$ cat src/rtl/regfile_write_arbiter_if.sv
// Write-request bus between the producers (ALU, load unit, I/O unit),
// the decode reservation port and the register-bank write scheduler.
interface regfile_write_arbiter_if #(
  parameter int NREQ = 3,
  parameter int NREG = 8,
  parameter int W    = 16,
  parameter int AW   = (NREG > 1) ? $clog2(NREG) : 1
) ();

  logic [NREQ-1:0]    req_valid;
  logic [NREQ*AW-1:0] req_addr;
  logic [NREQ*W-1:0]  req_data;
  logic [NREQ-1:0]    req_ready;
  logic               rsv_valid;
  logic [AW-1:0]      rsv_addr;
  logic               flush;
  logic [NREG-1:0]    reg_en;
  logic [W-1:0]       reg_wdata;
  logic [NREG-1:0]    busy;

  // Requester / decode side
  modport master (
    output req_valid, req_addr, req_data, rsv_valid, rsv_addr, flush,
    input  req_ready, reg_en, reg_wdata, busy
  );

  // Scheduler side
  modport slave (
    input  req_valid, req_addr, req_data, rsv_valid, rsv_addr, flush,
    output req_ready, reg_en, reg_wdata, busy
  );

endinterface

$ cat src/rtl/regfile_write_arbiter.sv
// Round-robin write-port scheduler for the register bank. One request is
// granted per cycle, registered into a single write stage that drives a
// one-hot register enable the next cycle, and a per-register busy
// scoreboard tracks reservations from decode until their write lands.
module regfile_write_arbiter #(
  parameter int NREQ = 3,
  parameter int NREG = 8,
  parameter int W    = 16
) (
  input  logic                     clk,
  input  logic                     rst_b,   // active-high asynchronous reset
  regfile_write_arbiter_if.slave   bus
);

  localparam int AW = (NREG > 1) ? $clog2(NREG) : 1;
  localparam int PW = $clog2(NREQ);

  // First valid requester at or after position p, wrapping modulo NREQ.
  function automatic logic [NREQ-1:0] rr_pick(input logic [NREQ-1:0] v,
                                               input logic [PW-1:0]   p);
    logic [NREQ-1:0] g;
    logic            found;
    logic [PW:0]     pos;
    g     = {NREQ{1'b0}};
    found = 1'b0;
    for (int k = 0; k < NREQ; k++) begin
      pos = {1'b0, p} + (PW+1)'(k);
      if (pos >= (PW+1)'(NREQ)) pos = pos - (PW+1)'(NREQ);
      else                      pos = pos;
      if (!found && v[pos[PW-1:0]]) begin
        g[pos[PW-1:0]] = 1'b1;
        found          = 1'b1;
      end else begin
        found = found;
      end
    end
    return g;
  endfunction

  // One-hot register select; addresses beyond NREG-1 select nothing.
  function automatic logic [NREG-1:0] addr_dec(input logic [AW-1:0] a);
    logic [NREG-1:0] o;
    for (int k = 0; k < NREG; k++) o[k] = (a == AW'(k));
    return o;
  endfunction

  logic [PW-1:0]   ptr_r;
  logic            wr_v_r;
  logic [AW-1:0]   wr_addr_r;
  logic [W-1:0]    wr_data_r;
  logic [NREG-1:0] busy_r;

  logic [NREQ-1:0] grant_s;
  logic            accept_s;
  logic [PW-1:0]   ptr_nxt_s;
  logic [AW-1:0]   sel_addr_s;
  logic [W-1:0]    sel_data_s;
  logic [NREG-1:0] reg_en_s;
  logic [NREG-1:0] rsv_set_s;

  // Grant: no grant while in reset or flushing, else round-robin pick.
  always_comb begin
    grant_s = {NREQ{1'b0}};
    if (rst_b || bus.flush) grant_s = {NREQ{1'b0}};
    else                    grant_s = rr_pick(bus.req_valid, ptr_r);
  end

  // Mux the granted requester's address/data and the next pointer value.
  always_comb begin
    accept_s   = 1'b0;
    ptr_nxt_s  = ptr_r;
    sel_addr_s = {AW{1'b0}};
    sel_data_s = {W{1'b0}};
    for (int k = 0; k < NREQ; k++) begin
      if (grant_s[k]) begin
        accept_s   = 1'b1;
        ptr_nxt_s  = PW'((k + 1) % NREQ);
        sel_addr_s = bus.req_addr[k*AW +: AW];
        sel_data_s = bus.req_data[k*W +: W];
      end else begin
        accept_s = accept_s;
      end
    end
  end

  // Enable and reservation decode from the write stage and decode port.
  always_comb begin
    reg_en_s  = {NREG{1'b0}};
    rsv_set_s = {NREG{1'b0}};
    if (wr_v_r) reg_en_s = addr_dec(wr_addr_r);
    else        reg_en_s = {NREG{1'b0}};
    if (bus.rsv_valid) rsv_set_s = addr_dec(bus.rsv_addr);
    else               rsv_set_s = {NREG{1'b0}};
  end

  assign bus.req_ready = grant_s;
  assign bus.reg_en    = reg_en_s;
  assign bus.reg_wdata = wr_data_r;
  assign bus.busy      = busy_r;

  // Round-robin pointer and write stage; flush kills the next write only.
  always_ff @(posedge clk or posedge rst_b) begin
    if (rst_b) begin
      ptr_r     <= {PW{1'b0}};
      wr_v_r    <= 1'b0;
      wr_addr_r <= {AW{1'b0}};
      wr_data_r <= {W{1'b0}};
    end else if (bus.flush) begin
      wr_v_r <= 1'b0;
    end else if (accept_s) begin
      ptr_r     <= ptr_nxt_s;
      wr_v_r    <= 1'b1;
      wr_addr_r <= sel_addr_s;
      wr_data_r <= sel_data_s;
    end else begin
      wr_v_r <= 1'b0;
    end
  end

  // Busy scoreboard: a new reservation wins over a same-cycle completion.
  always_ff @(posedge clk or posedge rst_b) begin
    if (rst_b) begin
      busy_r <= {NREG{1'b0}};
    end else if (bus.flush) begin
      busy_r <= {NREG{1'b0}};
    end else begin
      busy_r <= (busy_r & ~reg_en_s) | rsv_set_s;
    end
  end

endmodule
$ cat src/flat_wrapper.sv
// flat-port wrapper written by rule: the top's interface ports become plain ports
module regfile_write_arbiter_flat 
#(
  parameter int NREQ = 3,
  parameter int NREG = 8,
  parameter int W    = 16
)
  (clk, rst_b, bus_req_valid, bus_req_addr, bus_req_data, bus_rsv_valid, bus_rsv_addr, bus_flush, bus_req_ready, bus_reg_en, bus_reg_wdata, bus_busy);
  regfile_write_arbiter_if #(.NREQ(NREQ), .NREG(NREG), .W(W)) bus_i ();
  input  logic clk;
  input  logic rst_b;
  input wire logic [$bits(bus_i.req_valid)-1:0] bus_req_valid;
  input wire logic [$bits(bus_i.req_addr)-1:0] bus_req_addr;
  input wire logic [$bits(bus_i.req_data)-1:0] bus_req_data;
  input wire logic [$bits(bus_i.rsv_valid)-1:0] bus_rsv_valid;
  input wire logic [$bits(bus_i.rsv_addr)-1:0] bus_rsv_addr;
  input wire logic [$bits(bus_i.flush)-1:0] bus_flush;
  output wire logic [$bits(bus_i.req_ready)-1:0] bus_req_ready;
  output wire logic [$bits(bus_i.reg_en)-1:0] bus_reg_en;
  output wire logic [$bits(bus_i.reg_wdata)-1:0] bus_reg_wdata;
  output wire logic [$bits(bus_i.busy)-1:0] bus_busy;
  assign bus_i.req_valid = bus_req_valid;
  assign bus_i.req_addr = bus_req_addr;
  assign bus_i.req_data = bus_req_data;
  assign bus_i.rsv_valid = bus_rsv_valid;
  assign bus_i.rsv_addr = bus_rsv_addr;
  assign bus_i.flush = bus_flush;
  assign bus_req_ready = bus_i.req_ready;
  assign bus_reg_en = bus_i.reg_en;
  assign bus_reg_wdata = bus_i.reg_wdata;
  assign bus_busy = bus_i.busy;
  regfile_write_arbiter #(.NREQ(NREQ), .NREG(NREG), .W(W)) u_core (.clk(clk), .rst_b(rst_b), .bus(bus_i));
endmodule
$ cat config.mk
export PLATFORM = sky130hd
export DESIGN_NAME = regfile_write_arbiter_flat
export DESIGN_NICKNAME = d
export VERILOG_FILES = /design/src/rtl/regfile_write_arbiter_if.sv /design/src/rtl/regfile_write_arbiter.sv /design/src/flat_wrapper.sv
export SDC_FILE = /design/constraint.sdc
export NUM_CORES = 1
export LEC_CHECK = 0
export ABC_AREA = 1
export BUFFER_PORTS_ARGS = -buffer_cell sky130_fd_sc_hd__buf_2
export CORE_ASPECT_RATIO = 1.4
export CORE_UTILIZATION = 43
export CTS_CLUSTER_SIZE = 8
export DETAILED_ROUTE_END_ITERATION = 16
export PLACE_DENSITY = 0.81
export SLEW_MARGIN = 20
export SYNTH_ARGS = -nofsm -noshare
export SYNTH_HDL_FRONTEND = slang
export SYNTH_SLANG_ARGS = --single-unit
$ cat constraint.sdc
create_clock -name clk -period 1.91 [get_ports clk]
set_input_delay 0.0955 -clock clk [delete_from_list [all_inputs] [get_ports clk]]
set_output_delay 0.0955 -clock clk [all_outputs]
set_load 0.02 [all_outputs]
==> results.cfg <==
[place]
place_area_um2 = 2853
dp_slack_ps = -120.2
portBuffers = 101
gp_congestion = 0.8803
hpwl_mm = 4.486

[layout]
multi_input_area_um2 = 1136
drive_gt1_frac = 0.3404
antennaDiodeCount = 0
final-seq-area_um2 = 752.0
area_growth_syn_to_layout_pct = 43.84
nets = 543
final_area_um2 = 3157
nFillCells = 454

[power_and_ir_drop]
ir_worst_vdd_v = 0.0006121
p_leak_nw = 1.949
power_density_nw_per_um2 = 1274
total_power_mw = 4.022

[route]
dr.pass1.iters = 4
vias = 2589
drcViolationCount = 0
post_drt_wl_per_cell_um = 11.66
drt_wl_total_mm = 6.264
first_iter_violations = 90
ant_nets = 0
viasPerCell = 4.821

[clock_network]
htree_num_levels = 2
cts.sinks = 30
insertion_delay_ps = 290
cts_buffers = 5
cts-root-buf = clkbuf_8
cts_buffer_depth = 2
cts_tree = yes
clkTransAtPathRegs_ps = 70

[timing]
hold_viol = 0
tightest_slew_ps = 473.1
fin_crit_sh = 1.068
finalSetupViolations = 24
period_minus_slack_ps = 2039
finClkSkew_ps = 6.067
slew_headroom = 0.6834
report.final.slew_viol_count = 0
grt_setup_unrepaired = true
setup_ws_ps = -129.1
fmax_mhz = 490.4

[hold_path]
hold_class = input pin to flip-flop
whs_path_depth = 2

[setup_path]
cp_slowest_cell = dfrtp_2
critical-path-top-delay-family = simple AND/OR/NAND/NOR gates
reg2reg_depth = 13
cp_max_fo = 6
path_cells = inv_2 -> ha_4 -> inv_4 -> nand2_4 -> nand3_4 -> nand2_4 -> nand4_1 -> nand3_1 -> nand2_2 -> buf_6 -> inv_4 -> buf_6
cp.depth = 12
endpoint_kind = output port
cp-start-kind = flip-flop
cp_data_required_time_ps = 1810
crit_buf_inv = 5
cp.arrival_ps = 1940
crit_type = flip-flop to output port
cp_slowest_stage_delay_ps = 440

[global_route]
grt_use_total = 0.2424
grt_pass1_vias = 2389
grt_pass1_wl_mm = 10.41
grt-ovfl-total = 0
antenna_found_initial = 0
grt_max_degree = 31

[synthesis]
avgSynthCellArea_um2 = 6.199
syn_inst = 354
synth_area_leaders = dfrtp_1 34%, nor2_1 15%, inv_1 14%, nand2_1 9.6%, nand3_1 7.5%
ys_ff_latch = 30
synthDistinctLibCells = 22
synth_nets = 425
mappedNetlistArea_um2 = 2195
yosysWarnings = 0
netlist.area_leader.share = 0.3421
ys_seq_area_frac = 0.3421
synth_area_leader_cell = dfrtp_1

[die]
initial_core_util = 0.4497
pin_count = 102
rows = 30
fp.coreArea_um2 = 4880
die_y_um = 86.53
dieArea_um2 = 5398
fp.dieW_um = 62.38

[status]
failed_checks = setup timing
outcome = complete, but fails checks

[run]
max-cap-violations = 0
==> final cells by class <==
type / instances / area share
clock buffers: 6 / 0.02616
well taps: 64 / 0.02537
multi-input cells: 227 / 0.3599
inverters: 82 / 0.1007
flip-flops and latches: 30 / 0.2382
repair buffers: 126 / 0.2457
clock inverters: 2 / 0.003964
==> worst reg2reg max path, stage by stage (launching register included) <==
cell and delay, ps:
dfrtp_2 410, inv_2 60, buf_4 130, buf_4 120, buf_4 120, ha_1 180, nand3_1 120, nand3_2 90
nand2_2 160, inv_4 70, nor2_4 120, buf_12 160, nand2_1 70, nand3_1 90
==> layer usage <==
layer | GRT usage | up-vias | part of all wire
li1 | - | 1307 | -
met3 | 0.04605 | 13 | 0.066
met4 | 0.08457 | 0 | 0.016
met5 | 0 | - | 0
met1 | 0.2721 | 1142 | 0.39
met2 | 0.4555 | 127 | 0.53
==> logic make-up after synthesis <==
| kind of cell | after synthesis | share of synthesized area |
|---|---|---|
| compound gates | 19 | 0.04618 |
| fa+ha+maj | 4 | 0.02281 |
| simple gates | 204 | 0.4019 |
| flops | 30 | 0.3421 |
| buf+inv | 97 | 0.1870 |
==> power breakdown <==
part           internal (mW)  switching (mW)  total (mW)
sequential             0.865           0.149        1.01
clock                  0.289           0.263       0.552
combinational           1.03            1.43        2.46
total                   2.18            1.84        4.02
==> final timing paths <==
kind                       slack (ps)                  endpoint                from
min in group asynchronous         440        u_core.bus.busy[5]               rst_b
setup / recovery                 -130          bus_req_ready[0]     u_core.ptr_r[1]
setup reg to reg                  -60  u_core.bus.reg_wdata[12]     u_core.ptr_r[1]
hold / removal                     90        u_core.bus.busy[4]           bus_flush
hold reg to reg                   530        u_core.bus.busy[2]  u_core.bus.busy[2]
max in group asynchronous        1160           u_core.ptr_r[1]               rst_b
==> synth_stat cells, drive strengths merged <==
cell type / n
nand3b: 1
dfrtp: 30
buf: 13
clkbuf: 2
a21oi: 8
inv: 82
nor2: 91
nand3: 34
ha: 4
nand4: 21
o21a: 1
o21ai: 10
nand2: 57
==> state kept, by name, indices dropped and copies added (netlist names) <==
signal / flops
u_core.ptr_r: 2
u_core.bus.reg_wdata: 16
u_core.wr_v_r: 1
u_core.wr_addr_r: 3
u_core.bus.busy: 8
==> metrics by stage <==
step                      setup TNS, ps  utilization  hold WS, ps  cells
final                            -882.6       0.6469        85.68    537
after CTS                        -221.5       0.6418        86.70    537
after global routing              -4031       0.6469        98.36    537
after floorplan                       0            -        186.3    354
after detailed placement          -1610       0.5846        212.2    522
after global placement           -10.16       0.5846        204.9    522
==> timing repair <==
action | in CTS | in global routing
hold buffers | 1 | 0
hold endpoints to repair | 30 | 0
gates cloned | 0 | 0
pin swaps | 8 | 7
setup buffers | 6 | 1
resized for setup | 39 | 6
endpoints found under the setup margin | 25 | 25
==> layout by cell type (no fill, tap or decap), types with 2 or more instances in the layout <==
cell type	netlist	routed
buf_2	4	98
nand4_1	21	21
dfrtp_1	30	29
nand2_1	56	48
buf_4	3	17
nand2_4	0	2
o21ai_0	9	8
a21oi_1	8	8
ha_4	0	3
inv_4	0	4
nand3_2	1	4
inv_1	79	75
buf_6	4	6
buf_12	0	4
nand3_1	33	29
inv_2	3	3
nor2_1	89	89
nand2_2	1	7
clkbuf_8	0	6
Note: power is estimated with default switching activity, not from simulation.
